File: src/rtl/if_id_pipeline.sv
// if_id_pipeline: IF->ID pipeline register built as a 2-entry skid buffer.
// The main entry drives decode; the skid entry absorbs the one beat that
// fetch can still push in the cycle decode stalls, so in_ready is a plain
// register. Flush (redirect) and reset discard all held beats. Invalid
// outputs are masked to NOP_WORD / 0.
// Optional build macro IF_ID_PERF_EN adds saturating stall/bubble/flush
// performance counters; without it the core is unchanged.
module if_id_pipeline #(
  parameter int                 DATA_W   = 32,
  parameter logic [DATA_W-1:0]  NOP_WORD = 32'h0000_0000
) (
  input  logic              clk,
  input  logic              rst,
  input  logic              in_valid,
  output logic              in_ready,
  input  logic [DATA_W-1:0] in_instr,
  input  logic [DATA_W-1:0] in_npc,
  input  logic              flush,
  output logic              out_valid,
  input  logic              out_ready,
  output logic [DATA_W-1:0] out_instr,
`ifdef IF_ID_PERF_EN
  output logic [31:0]       stall_cnt,
  output logic [31:0]       bubble_cnt,
  output logic [15:0]       flush_cnt,
`endif
  output logic [DATA_W-1:0] out_npc
);

  // Occupancy encoded as {m_valid, s_valid}; 2'b01 is unreachable.
  typedef enum logic [1:0] {
    ST_EMPTY = 2'b00,
    ST_ONE   = 2'b10,
    ST_FULL  = 2'b11
  } state_t;

  logic              r_m_valid;
  logic              r_s_valid;
  logic              r_in_ready;
  logic [DATA_W-1:0] r_m_instr;
  logic [DATA_W-1:0] r_m_npc;
  logic [DATA_W-1:0] r_s_instr;
  logic [DATA_W-1:0] r_s_npc;

  logic   w_push;
  logic   w_pop;
  logic   w_load_main_in;
  logic   w_load_main_skid;
  logic   w_load_skid;
  state_t w_state;

  assign w_state = state_t'({r_m_valid, r_s_valid});
  assign w_push  = in_valid & r_in_ready;
  assign w_pop   = r_m_valid & out_ready;

  // Data-path enables: skid drains into main on a pop from FULL; otherwise a
  // pushed beat goes to main when main is free (or leaving), else to skid.
  assign w_load_main_skid = r_s_valid & w_pop;
  assign w_load_main_in   = w_push & ~r_s_valid & (~r_m_valid | w_pop);
  assign w_load_skid      = w_push & r_m_valid & ~r_s_valid & ~w_pop;

  // Control state: occupancy flags and registered in_ready; reset/flush win.
  always_ff @(posedge clk) begin
    if (rst || flush) begin
      r_m_valid  <= 1'b0;
      r_s_valid  <= 1'b0;
      r_in_ready <= 1'b1;
    end else begin
      case (w_state)
        ST_EMPTY: begin
          if (w_push) begin
            r_m_valid <= 1'b1;
          end
        end
        ST_ONE: begin
          if (w_push && !w_pop) begin
            r_s_valid  <= 1'b1;
            r_in_ready <= 1'b0;
          end else if (w_pop && !w_push) begin
            r_m_valid <= 1'b0;
          end
        end
        ST_FULL: begin
          if (w_pop) begin
            r_s_valid  <= 1'b0;
            r_in_ready <= 1'b1;
          end
        end
        default: begin
          // Unreachable encoding: fall back to a clean empty buffer.
          r_m_valid  <= 1'b0;
          r_s_valid  <= 1'b0;
          r_in_ready <= 1'b1;
        end
      endcase
    end
  end

  // Main data entry: loads only on its move/push enables, never reset.
  always_ff @(posedge clk) begin
    if (w_load_main_skid) begin
      r_m_instr <= r_s_instr;
      r_m_npc   <= r_s_npc;
    end else if (w_load_main_in) begin
      r_m_instr <= in_instr;
      r_m_npc   <= in_npc;
    end
  end

  // Skid data entry: captures the beat accepted while decode is stalled.
  always_ff @(posedge clk) begin
    if (w_load_skid) begin
      r_s_instr <= in_instr;
      r_s_npc   <= in_npc;
    end
  end

  assign in_ready  = r_in_ready;
  assign out_valid = r_m_valid;
  assign out_instr = r_m_valid ? r_m_instr : NOP_WORD;
  assign out_npc   = r_m_valid ? r_m_npc   : '0;

`ifdef IF_ID_PERF_EN
  logic [31:0] r_stall_cnt;
  logic [31:0] r_bubble_cnt;
  logic [15:0] r_flush_cnt;

  function automatic logic [31:0] sat_inc32(input logic [31:0] v);
    return (v == 32'hFFFF_FFFF) ? v : v + 32'd1;
  endfunction

  function automatic logic [15:0] sat_inc16(input logic [15:0] v);
    return (v == 16'hFFFF) ? v : v + 16'd1;
  endfunction

  // Performance counters: saturating, cleared only by reset.
  always_ff @(posedge clk) begin
    if (rst) begin
      r_stall_cnt  <= '0;
      r_bubble_cnt <= '0;
      r_flush_cnt  <= '0;
    end else begin
      if (in_valid && !r_in_ready) begin
        r_stall_cnt <= sat_inc32(r_stall_cnt);
      end
      if (out_ready && !r_m_valid) begin
        r_bubble_cnt <= sat_inc32(r_bubble_cnt);
      end
      if (flush) begin
        r_flush_cnt <= sat_inc16(r_flush_cnt);
      end
    end
  end

  assign stall_cnt  = r_stall_cnt;
  assign bubble_cnt = r_bubble_cnt;
  assign flush_cnt  = r_flush_cnt;
`endif

endmodule
File: config.mk
export PLATFORM = sky130hd
export DESIGN_NAME = if_id_pipeline
export DESIGN_NICKNAME = d
export VERILOG_FILES = /design/src/rtl/if_id_pipeline.sv
export SDC_FILE = /design/constraint.sdc
export NUM_CORES = 1
export LEC_CHECK = 0
export ABC_CLOCK_PERIOD_IN_PS = 5300
export CAP_MARGIN = 10
export CORE_MARGIN = 4
export CORE_UTILIZATION = 49
export DETAILED_ROUTE_END_ITERATION = 7
export PLACE_DENSITY_LB_ADDON = 0.3
export SYNTH_ARGS = -nofsm -noshare
export SYNTH_HDL_FRONTEND = slang
export SYNTH_SLANG_ARGS = --single-unit
File: constraint.sdc
create_clock -name clk -period 5.3 [get_ports clk]
set_clock_uncertainty 0.2 [all_clocks]
set_input_delay 1.06 -clock clk [delete_from_list [all_inputs] [get_ports clk]]
set_output_delay 1.06 -clock clk [all_outputs]
set_load 0.005 [all_outputs]
# Word level (Yosys, flattened, before mapping)
# Cells that the tools add are included.
# totals
regBits	131
in_bits	69
output_inout_bits	66
elab_cells	53
# classes
eq_ne	7
muxes	16
n_bitwise	14
n_reduce_logical	9
# ops
cell	n
32-bit two-way mux	6
2-bit != test (second input constant)	5
1-bit case mux with 3 select lines	3
1-bit bitwise AND	8
1-bit two-way mux	7
1-bit NOT	5
2-bit == test (second input constant)	2
4-bit AND reduction	1
3-bit AND reduction	1
1-bit logical AND	2
1-bit logical NOT	2
2-bit logical NOT	1
2-bit nonzero test	1
1-bit logical OR	1
1-bit bitwise OR	1

# Depth between registers and ports, before layout
# logic_depth
word_depth	6
ltp_mapped	3
mapped_depth_nobuf	3

# Worst setup path after synthesis
# No wires, ideal clock.
# synth_path
kind	input to register
start	input port out_ready
end	register r_m_instr[0], enable pin
setup_time_ns	0.486
arrival_ns	3.993
required_time_ns	4.614
setup_slack_ns	0.621
cell_stages	3
path_buffers	0
cell_sequence	nand2b_1 o21ai_0 nor2_1
# synth_between
elab_chain_cells	4
word_cells_on_any_way	5
classes_between	bitwise: 4; reduce/logical: 1
# synth_rtl
item	line	rtl
from (decl)	20	input logic out_ready,
1-bit bitwise AND *	54	assign w_pop = r_m_valid & out_ready;
1-bit bitwise OR	59	assign w_load_main_in = w_push & ~r_s_valid & (~r_m_valid | w_pop);
1-bit bitwise AND	59	
2-bit nonzero test (no source line) *	n/a	
to (signal assigned)	102	r_m_instr <= r_s_instr;
to (signal assigned)	105	r_m_instr <= in_instr;
to (decl)	40	logic [DATA_W-1:0] r_m_instr;
# Every way passes the cells marked *; elsewhere a longest branch is shown, timed or not.
# A chain may end at the register's enable or synchronous reset.

# Worst setup path in the final report
# layout_path
start	register r_m_valid, in the netlist out_valid
end	output port out_instr[1]
# layout_between
elab_chain_cells	1
# layout_rtl
item	line	rtl
from (decl)	37	logic r_m_valid;
from (signal assigned)	65	r_m_valid <= 1'b0;
from (signal assigned)	72	r_m_valid <= 1'b1;
from (signal assigned)	80	r_m_valid <= 1'b0;
32-bit two-way mux	120	assign out_instr = r_m_valid ? r_m_instr : NOP_WORD;
to (decl)	21	output logic [DATA_W-1:0] out_instr,
# Every way passes these cells.

==> results by group <==
Status
  – Outcome: finished clean

GRT
  – Initial antenna violation count: 0
  – Largest net degree at the start of global routing: 70
  – Gr ovfl total: 0
  – Vias in the first global route: 2984
  – GRT Util Overall: 16.1%
  – First-pass GRT wire length: 15500 um

Die
  – Width of the chip: 111 um
  – Die H: 111 um
  – Die area: 0.0124 mm2
  – Initial Util: 50.6%
  – Row cnt: 37
  – Top Ports: 135
  – Core area: 0.0104 mm2

Yosys
  – Synth warnings: 0
  – Post-synth cell types: 17
  – Synthesized area: 0.00525 mm2
  – FF+latch count, synth: 131
  – Synthesized instance count: 288
  – Top post-synthesis cells by area: edfxtp_1, mux2_2, and2_1
  – Count leader, synth: edfxtp_1
  – Top FF cell, synth: edfxtp_1
  – Synth async-reset ratio: 0%
  – Sequential area share after synthesis: 74.4%
  – Most frequent cells after synthesis: edfxtp_1, and2_1, mux2_2
  – Top cell type by total area after synthesis: edfxtp_1
  – Avg Cell Area, Syn: 18.2 um2
  – Post-synth EDFFs: 128
  – Synth top area share: 73.3%
  – Net Count, Synth: 357

Power and ir drop
  – Leak pwr: 2.54 nW
  – PD cells: 338 mW/mm2
  – Net Sw Frac: 19.0%
  – P_int: 1.99 mW
  – Combinational power share: 6.1%
  – VDD IR max: 0.181 mV
  – Reg power frac: 48.7%
  – Clock power frac: 45.2%
  – Switch Pwr: 0.468 mW
  – Final total power: 2.46 mW

Clock network
  – CTS max path bufs: 2
  – H-tree levels: 4
  – Clk root buf: clkbuf_8
  – Later-pin clock latency in the skew report: 500 ps
  – Hold_buf cts: 0
  – Post_cts resized: 0
  – TritonCTS buffer count: 17
  – CTS tree: yes
  – Reg clk slew, reported paths: 60 ps
  – Post-CTS Setup Inserts: 0
  – Clock sink count: 131

Timing
  – F_max: 280 MHz
  – Setup ws final: 1730 ps
  – Slew Limit Fails: 0
  – Least-Margin Pin Slew: 1020 ps
  – Period minus WS final: 3570 ps
  – Final period util: 67.4%
  – Unrepaired setup endpoints after global routing: false
  – Slew HR: 32.3%
  – Final setup TNS: 0 ps
  – Final Hold Viols: 0
  – Final Setup Violations: 0

Hold path
  – Hold crit path type: flop to flop
  – Hold Startpoint: r_s_npc[4]

Worst setup path
  – Crit Path Category: flop to output pin
  – Critical Path RT: 4040 ps
  – Critical Path AT: 2310 ps
  – Crit Path Max Fanout: 69
  – Critical path startpoint: out_valid
  – Worst setup EP type: output pin
  – Setup crit start kind: flop
  – Worst R2R Setup Slack: 2270 ps
  – Worst R2R Start: out_valid

Routing
  – WL/cell: 16.9 um
  – Drt total wl: 9810 um
  – Vias per cell: 4.95
  – DRT iter0 DRCs: 148
  – Post-DRT Antenna Nets: 0
  – Via count: 2877
  – Post-route DRC: 0
  – Router iterations before antenna repair: 4

Final layout
  – Ant diodes: 0
  – Nets: 501
  – Area growth syn-to-layout: 38.4%
  – # fillers: 709
  – Share of cells above drive strength 1: 22.2%

Place
  – Port bufs: 134
  – Placer Congestion: 0.755
  – Hpwl dp: 6380 um
  – Worst slack at placement: 1640 ps

Job
  – Max capacitance violation total: 0
path summary, 6_finish.rpt:
path,to,cells after the start
hold reg to reg,r_m_npc[4],1
setup reg to reg,r_m_npc[5],2
setup / recovery,out_instr[1],2
hold / removal,r_m_npc[4],1
area by class of cell:
type	instances	area, um2	area share, %
clock buffer	20	425	5.86
clock inverter	12	139	1.91
inverter	2	7.51	0.103
multi-input combinational	142	1240	17.1
sequential	131	3910	53.8
tap	136	170	2.34
timing repair buffer	138	1370	18.9
critical path, stage by stage (launching register included):
cell and delay (ps):
dfxtp_2 980, and2_1 270, clkdlybuf4s50_1 520
power groups by stage:
| stage | Clock, mW | Sequential (mW) | Combinational (mW) |
|---|---|---|---|
| 2_1_floorplan | 0 | 1.21 | 0.0525 |
| 3_3_place_gp | 0 | 1.22 | 0.148 |
| 3_5_place_dp | 0 | 1.22 | 0.151 |
| 4_1_cts | 1.13 | 1.20 | 0.152 |
| 5_1_grt | 1.19 | 1.20 | 0.161 |
| 6_report | 1.11 | 1.20 | 0.150 |
flip-flops by register name (all words and copies together) (netlist names):
signal / count
out_valid: 1
in_ready: 1
r_s_npc: 32
r_m_npc: 32
r_m_instr: 32
r_s_valid: 1
r_s_instr: 32
metal layers:
layer  GRT usage (%)  vias up  routed length [um]  share of wire [%]
met1            21.8     1389                4550                 46
met5               0        -                   0                  0
met2            24.2      111                4520                 46
met3            4.84        9                 639                6.5
met4            7.06        0                 101                1.0
li1                -     1368                   -                  -
logic make-up (layout without fill, tap and decap cells):
| group | Yosys count | after routing | share of synthesized area, % |
|---|---|---|---|
| buf+inv | 15 | 172 | 2.22 |
| compound gates | 6 | 6 | 0.620 |
| flops | 131 | 131 | 74.4 |
| simple gates | 72 | 72 | 8.66 |
| mux | 64 | 64 | 14.1 |
stage by stage:
stage	hold WS [ps]	cell area, um2	util [%]	cells
finish	347	7260	70.0	581
global route	358	7260	70.0	581
CTS	349	7260	70.0	581
detailed placement	332	6700	64.6	549
global placement	328	6700	64.6	549
floorplan	318	5250	-	288
placed cells by master, fill, tap and decap left out, drive strengths merged:
master / instances
bufinv: 3
clkinvlp: 1
clkbuf: 20
and2: 64
buf: 4
mux2: 64
dfxtp: 3
nor4: 1
edfxtp: 128
nand3: 2
clkinv: 8
inv: 2
a21boi: 1
nor3b: 1
nor2: 3
clkdlybuf4s50: 134
o21ai: 3
nand2b: 1
a21oi: 2
No activity file was read; power rests on OpenSTA's default activity.
